--- config.mk ---
export PLATFORM = sky130hd
export DESIGN_NAME = mem_stage_flat
export DESIGN_NICKNAME = d
export VERILOG_FILES = /design/src/rtl/riscv8_pkg.sv /design/src/rtl/mem_stage_if.sv /design/src/rtl/data_memory.sv /design/src/rtl/mem_stage.sv /design/src/flat_wrapper.sv
export SDC_FILE = /design/constraint.sdc
export NUM_CORES = 2
export LEC_CHECK = 0
export ABC_AREA = 1
export CAP_MARGIN = 20
export CORE_MARGIN = 5
export CORE_UTILIZATION = 40
export CTS_BUF_LIST = sky130_fd_sc_hd__clkbuf_8
export DETAILED_ROUTE_END_ITERATION = 12
export REMOVE_ABC_BUFFERS = 1
export SLEW_MARGIN = 5
export SYNTH_ARGS = -nofsm -noshare
export SYNTH_HDL_FRONTEND = slang
export SYNTH_SLANG_ARGS = --single-unit
--- constraint.sdc ---
create_clock -name clock -period 2.2 [get_ports clock]
set_input_delay 0.44 -clock clock [delete_from_list [all_inputs] [get_ports clock]]
set_output_delay 0.44 -clock clock [all_outputs]
set_load 0.05 [all_outputs]
--- src/rtl/riscv8_pkg.sv ---
// riscv8_pkg: shared types and widths for the 8-bit RISC-V pipeline stages.
package riscv8_pkg;

  localparam int unsigned REG_ADDR_W = 5;
  localparam int unsigned DATA_W     = 8;

  typedef enum logic {
    MEM_IDLE = 1'b0,
    MEM_BUSY = 1'b1
  } mem_state_t;

  // MEM/WB pipeline register payload
  typedef struct packed {
    logic                  mem_to_reg;
    logic                  reg_write;
    logic [REG_ADDR_W-1:0] write_register;
    logic [DATA_W-1:0]     alu_result;
    logic [DATA_W-1:0]     read_data;
  } memwb_t;

endpackage

--- src/rtl/mem_stage_if.sv ---
// mem_stage_if: EX/MEM inputs, fetch feedback and MEM/WB outputs of the memory stage.
// Forwarding signals exist only when MEM_FWD_EN is defined.
interface mem_stage_if
  import riscv8_pkg::*;
#(
  parameter int unsigned PC_SIZE = 10
);
  logic [PC_SIZE-1:0]    PC_jump_in;
  logic                  zero_in;
  logic [DATA_W-1:0]     ALU_result_in;
  logic [DATA_W-1:0]     write_data_in;
  logic                  branch_in;
  logic                  mem_read_in;
  logic                  mem_write_in;
  logic                  mem_to_reg_in;
  logic                  reg_write_in;
  logic [REG_ADDR_W-1:0] write_register_in;

  logic                  PC_src;
  logic [PC_SIZE-1:0]    PC_branch;
  logic                  stall;
  logic [DATA_W-1:0]     read_data_out;
  logic [DATA_W-1:0]     ALU_result_out;
  logic                  mem_to_reg_out;
  logic                  reg_write_out;
  logic [REG_ADDR_W-1:0] write_register_out;
`ifdef MEM_FWD_EN
  logic                  fwd_valid;
  logic [REG_ADDR_W-1:0] fwd_register;
  logic [DATA_W-1:0]     fwd_data;
`endif

  modport master (
    output PC_jump_in, zero_in, ALU_result_in, write_data_in, branch_in,
           mem_read_in, mem_write_in, mem_to_reg_in, reg_write_in, write_register_in,
`ifdef MEM_FWD_EN
    input  fwd_valid, fwd_register, fwd_data,
`endif
    input  PC_src, PC_branch, stall, read_data_out, ALU_result_out,
           mem_to_reg_out, reg_write_out, write_register_out
  );

  modport slave (
    input  PC_jump_in, zero_in, ALU_result_in, write_data_in, branch_in,
           mem_read_in, mem_write_in, mem_to_reg_in, reg_write_in, write_register_in,
`ifdef MEM_FWD_EN
    output fwd_valid, fwd_register, fwd_data,
`endif
    output PC_src, PC_branch, stall, read_data_out, ALU_result_out,
           mem_to_reg_out, reg_write_out, write_register_out
  );

endinterface

--- src/rtl/data_memory.sv ---
// data_memory: byte-wide data array, synchronous write, combinational read, no reset.
module data_memory #(
  parameter int unsigned ADDR_W = 8,
  parameter int unsigned DATA_W = 8
) (
  input  logic              clock,
  input  logic              we_i,
  input  logic [ADDR_W-1:0] addr_i,
  input  logic [DATA_W-1:0] wdata_i,
  output logic [DATA_W-1:0] rdata_o
);

  logic [DATA_W-1:0] mem_q [2**ADDR_W];

  // Store port; contents survive reset
  always_ff @(posedge clock) begin
    if (we_i) begin
      mem_q[addr_i] <= wdata_i;
    end
  end

  // Read returns the pre-write byte in a same-cycle read/write
  assign rdata_o = mem_q[addr_i];

endmodule

--- src/rtl/mem_stage.sv ---
// mem_stage: memory-access stage. Multi-cycle loads/stores stall upstream and
// push bubbles into MEM/WB; taken branches are resolved here.
// Optional combinational forwarding outputs are built when MEM_FWD_EN is defined.
module mem_stage
  import riscv8_pkg::*;
#(
  parameter int unsigned PC_SIZE     = 10,
  parameter int unsigned ADDR_W      = 8,
  parameter int unsigned MEM_LATENCY = 1
) (
  input  logic       clock,
  input  logic       reset,
  mem_stage_if.slave bus
);

  localparam int unsigned CNT_W       = $clog2(MEM_LATENCY) + 1;
  localparam bit          MULTI_CYCLE = (MEM_LATENCY > 1);
  localparam int unsigned CNT_LOAD    = MULTI_CYCLE ? (MEM_LATENCY - 2) : 32'd0;

  mem_state_t        state_q, state_d;
  logic [CNT_W-1:0]  cnt_q, cnt_d;
  memwb_t            memwb_q, memwb_d;

  logic              access_c;
  logic              stall_c;
  logic              complete_c;
  logic              mem_we_c;
  logic [ADDR_W-1:0] mem_addr_c;
  logic [DATA_W-1:0] mem_rdata_c;
  logic [PC_SIZE-1:0] pc_branch_c;

  assign access_c   = bus.mem_read_in | bus.mem_write_in;
  assign mem_addr_c = bus.ALU_result_in[ADDR_W-1:0];
  // A reset arriving mid-access drops it without touching the array
  assign mem_we_c   = complete_c & bus.mem_write_in & ~reset;

  data_memory #(
    .ADDR_W (ADDR_W),
    .DATA_W (DATA_W)
  ) u_dmem (
    .clock   (clock),
    .we_i    (mem_we_c),
    .addr_i  (mem_addr_c),
    .wdata_i (bus.write_data_in),
    .rdata_o (mem_rdata_c)
  );

  // Access sequencing: next state, latency counter, stall and completion strobe
  always_comb begin
    state_d    = state_q;
    cnt_d      = cnt_q;
    stall_c    = 1'b0;
    complete_c = 1'b0;
    case (state_q)
      MEM_IDLE: begin
        if (access_c) begin
          if (MULTI_CYCLE) begin
            state_d = MEM_BUSY;
            cnt_d   = CNT_W'(CNT_LOAD);
            stall_c = 1'b1;
          end else begin
            complete_c = 1'b1;
          end
        end
      end
      MEM_BUSY: begin
        if (cnt_q != '0) begin
          cnt_d   = cnt_q - CNT_W'(1);
          stall_c = 1'b1;
        end else begin
          complete_c = 1'b1;
          state_d    = MEM_IDLE;
        end
      end
      default: state_d = MEM_IDLE;
    endcase
  end

  // MEM/WB next value: bubble while stalled, otherwise capture the inputs
  always_comb begin
    memwb_d = memwb_q;
    if (stall_c) begin
      memwb_d.reg_write  = 1'b0;
      memwb_d.mem_to_reg = 1'b0;
    end else begin
      memwb_d.reg_write      = bus.reg_write_in;
      memwb_d.mem_to_reg     = bus.mem_to_reg_in;
      memwb_d.write_register = bus.write_register_in;
      memwb_d.alu_result     = bus.ALU_result_in;
      if (complete_c && bus.mem_read_in) begin
        memwb_d.read_data = mem_rdata_c;
      end
    end
  end

  // State, counter and MEM/WB registers
  always_ff @(posedge clock or posedge reset) begin
    if (reset) begin
      state_q <= MEM_IDLE;
      cnt_q   <= '0;
      memwb_q <= '0;
    end else begin
      state_q <= state_d;
      cnt_q   <= cnt_d;
      memwb_q <= memwb_d;
    end
  end

  assign pc_branch_c            = bus.PC_jump_in;
  assign bus.PC_branch          = pc_branch_c;
  assign bus.PC_src             = bus.branch_in & bus.zero_in & ~stall_c;
  assign bus.stall              = stall_c;
  assign bus.read_data_out      = memwb_q.read_data;
  assign bus.ALU_result_out     = memwb_q.alu_result;
  assign bus.mem_to_reg_out     = memwb_q.mem_to_reg;
  assign bus.reg_write_out      = memwb_q.reg_write;
  assign bus.write_register_out = memwb_q.write_register;

`ifdef MEM_FWD_EN
  // ALU results are forwardable straight from EX/MEM; loads are not
  assign bus.fwd_valid    = bus.reg_write_in & ~bus.mem_read_in & ~stall_c;
  assign bus.fwd_register = bus.write_register_in;
  assign bus.fwd_data     = bus.ALU_result_in;
`endif

endmodule

--- src/flat_wrapper.sv ---
// flat-port wrapper written by rule: the top's interface ports become plain ports
module mem_stage_flat import riscv8_pkg::*;
#(
  parameter int unsigned PC_SIZE     = 10,
  parameter int unsigned ADDR_W      = 8,
  parameter int unsigned MEM_LATENCY = 1
)
  (clock, reset, bus_PC_jump_in, bus_zero_in, bus_ALU_result_in, bus_write_data_in, bus_branch_in, bus_mem_read_in, bus_mem_write_in, bus_mem_to_reg_in, bus_reg_write_in, bus_write_register_in, bus_PC_src, bus_PC_branch, bus_stall, bus_read_data_out, bus_ALU_result_out, bus_mem_to_reg_out, bus_reg_write_out, bus_write_register_out);
  mem_stage_if #(.PC_SIZE(PC_SIZE)) bus_i ();
  input  logic clock;
  input  logic reset;
  input wire logic [$bits(bus_i.PC_jump_in)-1:0] bus_PC_jump_in;
  input wire logic [$bits(bus_i.zero_in)-1:0] bus_zero_in;
  input wire logic [$bits(bus_i.ALU_result_in)-1:0] bus_ALU_result_in;
  input wire logic [$bits(bus_i.write_data_in)-1:0] bus_write_data_in;
  input wire logic [$bits(bus_i.branch_in)-1:0] bus_branch_in;
  input wire logic [$bits(bus_i.mem_read_in)-1:0] bus_mem_read_in;
  input wire logic [$bits(bus_i.mem_write_in)-1:0] bus_mem_write_in;
  input wire logic [$bits(bus_i.mem_to_reg_in)-1:0] bus_mem_to_reg_in;
  input wire logic [$bits(bus_i.reg_write_in)-1:0] bus_reg_write_in;
  input wire logic [$bits(bus_i.write_register_in)-1:0] bus_write_register_in;
  output wire logic [$bits(bus_i.PC_src)-1:0] bus_PC_src;
  output wire logic [$bits(bus_i.PC_branch)-1:0] bus_PC_branch;
  output wire logic [$bits(bus_i.stall)-1:0] bus_stall;
  output wire logic [$bits(bus_i.read_data_out)-1:0] bus_read_data_out;
  output wire logic [$bits(bus_i.ALU_result_out)-1:0] bus_ALU_result_out;
  output wire logic [$bits(bus_i.mem_to_reg_out)-1:0] bus_mem_to_reg_out;
  output wire logic [$bits(bus_i.reg_write_out)-1:0] bus_reg_write_out;
  output wire logic [$bits(bus_i.write_register_out)-1:0] bus_write_register_out;
  assign bus_i.PC_jump_in = bus_PC_jump_in;
  assign bus_i.zero_in = bus_zero_in;
  assign bus_i.ALU_result_in = bus_ALU_result_in;
  assign bus_i.write_data_in = bus_write_data_in;
  assign bus_i.branch_in = bus_branch_in;
  assign bus_i.mem_read_in = bus_mem_read_in;
  assign bus_i.mem_write_in = bus_mem_write_in;
  assign bus_i.mem_to_reg_in = bus_mem_to_reg_in;
  assign bus_i.reg_write_in = bus_reg_write_in;
  assign bus_i.write_register_in = bus_write_register_in;
  assign bus_PC_src = bus_i.PC_src;
  assign bus_PC_branch = bus_i.PC_branch;
  assign bus_stall = bus_i.stall;
  assign bus_read_data_out = bus_i.read_data_out;
  assign bus_ALU_result_out = bus_i.ALU_result_out;
  assign bus_mem_to_reg_out = bus_i.mem_to_reg_out;
  assign bus_reg_write_out = bus_i.reg_write_out;
  assign bus_write_register_out = bus_i.write_register_out;
  mem_stage #(.PC_SIZE(PC_SIZE), .ADDR_W(ADDR_W), .MEM_LATENCY(MEM_LATENCY)) u_core (.clock(clock), .reset(reset), .bus(bus_i));
endmodule
==> metrics.yaml <==
run_status:
  outcome: "finished clean"
cells_and_area:
  fill_cells: 18515
  finish.net_count: 8086
  final_util_pct: 48.0
  area_growth_pct: 19.1
  drive_above_1_share_pct: 15.3
synthesis:
  yosysTopAreaCell: "edfxtp_1"
  ys_seq_area_share_pct: 74.4
  yosysMostFrequentCell: "nand2_1"
  synth_area_sq_um: 83500
  synth_cells: 7252
  ys_ff_latch: 2071
  yosys_warnings: 0
  synthFlopType: "edfxtp_1"
  synth_top_area_share_pct: 73.7
  synth_cell_types: 23
  synthArstFlopShare_pct: 1.11
  synthTopCellsByCount: "nand2_1, edfxtp_1, nor2_1"
  synth_edf_count: 2048
  synth_area_leaders: "edfxtp_1, nand2_1, nand3_1"
  syn_avg_cell_area_sq_um: 11.5
grt:
  grt_pass1_wl_microns: 375000
  overflow: 0
  grt_start_max_net_pins: 97
  antenna_found_initial: 8
  grt.total_usage_pct: 23.0
  first_global_vias: 56514
setup_path:
  reg2reg_from: "u_core.u_dmem.mem_q[165][4]$_DFFE_PP_"
  reg2reg_slack_ps: 120
  path_cells: "buf_8"
  cp_slowest_stage_delay_ps: 500
  critPathKind: "flop to output pin"
  cp.arrival_ps: 1700
  path_depth: 1
  worstPathMaxFanout: 2
  crit_buf_inv: 1
  end_kind: "output pin"
  required_ps: 1760
  critPathSlowestCell: "dfrtp_2"
  critPathTopFamily: "flip-flops"
  start_kind: "flop"
  r2r_cells: 13
  regToRegEndpoint: "u_core.bus.read_data_out[4]$_DFFE_PP0P_"
clock_network:
  cts_made_buffers: 356
  clk_latency_ps: 1070
  cts_tree: "built"
  h-tree-depth: 5
  cts.sinks: 2071
  clock_path_buffers: 4
  clk_pin_slew_ps: 60
  cts-root-buf: "clkbuf_8"
place:
  place_hpwl_microns: 163000
  place_ws_ps: -983
  place.port_buffers: 52
  globalplace.congestion: 0.900
timing:
  rsz0062_at_grt: "no"
  slew_viol_final: 0
  setup_viol: 0
  post-route-period-util_pct: 97.2
  hold_viol_final: 0
  setup_slack_ps: 60.9
  fin_crit_ps: 2140
  maxSlewHeadroom_pct: 52.7
  fin_skew_ps: 81.7
  worst_slew_pin_slew_ps: 710
  final.setup.tns_ps: 0
  max_freq_mhz: 467
route:
  highest_layer: "met4"
  post_drt_wl_per_cell_microns: 23.0
  met3_wirelength_microns: 22600
  wirelength_microns: 255000
  drt_iter0_markers: 7220
  postRouteAntennaNets: 0
  drt-pass1-iter-count: 6
  drc: 0
  wl_met2_microns: 117000
  vias: 58199
  m1WireLength_microns: 106000
  routed_via_density: 5.25
floorplanning:
  die_h_microns: 467
  die_area_sq_um: 218000
  core_area_sq_um: 207000
  die_w_microns: 467
  num_rows: 167
  initial_core_util_pct: 40.3
  ios: 74
pwr:
  p_total_mw: 79.8
  cellLeakagePower_nw: 37.9
  powerDensity_nw_per_um2: 803
  ir_drop_mv: 0.630
min_path:
  min_from: "bus_ALU_result_in[2]"
  hold_end: "u_core.bus.ALU_result_out[2]$_DFF_PP0_"
  whs_path_depth: 2
  hold_class: "primary input to flop"
flow_run:
  cap_violations: 0
[report_power, final]
group	total [mW]	switching, mW	internal (mW)
clock	30.6	15.1	15.4
combinational	5.75	4.03	1.71
sequential	43.5	0.0866	43.4
total	79.8	19.3	60.6
[stage by stage]
step	instances	hold WS (ps)	instance area (sq um)
after floorplan	6829	450	81400
after global placement	10454	663	93200
after detailed placement	10454	641	93200
after CTS	11070	17.4	99300
after global routing	11077	60.9	99400
final	11081	96.1	99400
[per-layer routing]
metal / global-route usage [%] / vias to the layer above
li1: - / 26402
met1: 32.5 / 28343
met2: 35.9 / 2930
met3: 3.91 / 524
met4: 8.47 / 0
met5: 0 / -
[cells by family (layout without fill, tap and decap cells)]
family                 Yosys count  after routing  share of synthesized area (%)
AO/OA/AOI/OAI                  209            209                           1.25
AND/OR/NAND/NOR               4522           4522                           21.7
other                            1              7                        0.00449
buffers and inverters          449           1484                           2.65
flip-flops                    2071           2071                           74.4
[state kept, by name, summed over array words and instances, names as in the netlist]
signal / flops
u_core.bus.mem_to_reg_out: 1
u_core.bus.reg_write_out: 1
u_core.u_dmem.mem_q: 2048
u_core.bus.write_register_out: 5
u_core.bus.read_data_out: 8
u_core.bus.ALU_result_out: 8
[layout by cell type, fill, tap and decap left out, types with 34 or more instances in the layout]
cell type	instances
nand2_1	3246
buf_4	649
nand4_1	214
clkinv_1	79
buf_12	144
clkbuf_8	360
inv_1	137
nand3_1	467
nor2_1	567
clkinv_2	34
a21oi_1	97
o21ai_1	109
edfxtp_1	2048
[cell type report]
type	instances	area (sq um)	share of cell area, %
Multi-Input combinational cell	4732	19300	19.4
Inverter	26	121	0.122
Timing Repair Buffer	860	8430	8.48
Antenna cell	6	15.0	0.0151
Clock inverter	238	1040	1.05
Sequential cell	2071	62100	62.5
Clock buffer	360	4950	4.98
Tap cell	2788	3490	3.51
[worst max-delay path by stage]
| stage | from | endpoint | slack, ps |
|---|---|---|---|
| global placement | bus_ALU_result_in[1] | u_core.bus.read_data_out[7]$_DFFE_PP0P_ | -950 |
| floorplan | bus_ALU_result_in[1] | u_core.bus.read_data_out[6]$_DFFE_PP0P_ | -6190 |
| CTS | u_core.bus.read_data_out[4]$_DFFE_PP0P_ | bus_read_data_out[4] | -30 |
| finish | u_core.bus.read_data_out[7]$_DFFE_PP0P_ | bus_read_data_out[7] | 60 |
| global route | reset | u_core.u_dmem.mem_q[226][2]$_DFFE_PP_ | 3 |
| detailed placement | bus_ALU_result_in[1] | u_core.bus.read_data_out[7]$_DFFE_PP0P_ | -980 |
[timing repair]
action / in CTS / in global routing
hold endpoints to repair: 648 / 0
pin swaps: 0 / 1
setup buffers: 0 / 5
resized for setup: 102 / 7
hold buffers: 18 / 0
setup endpoints to repair: 23 / 21
No activity file was read; power rests on OpenSTA's default activity.
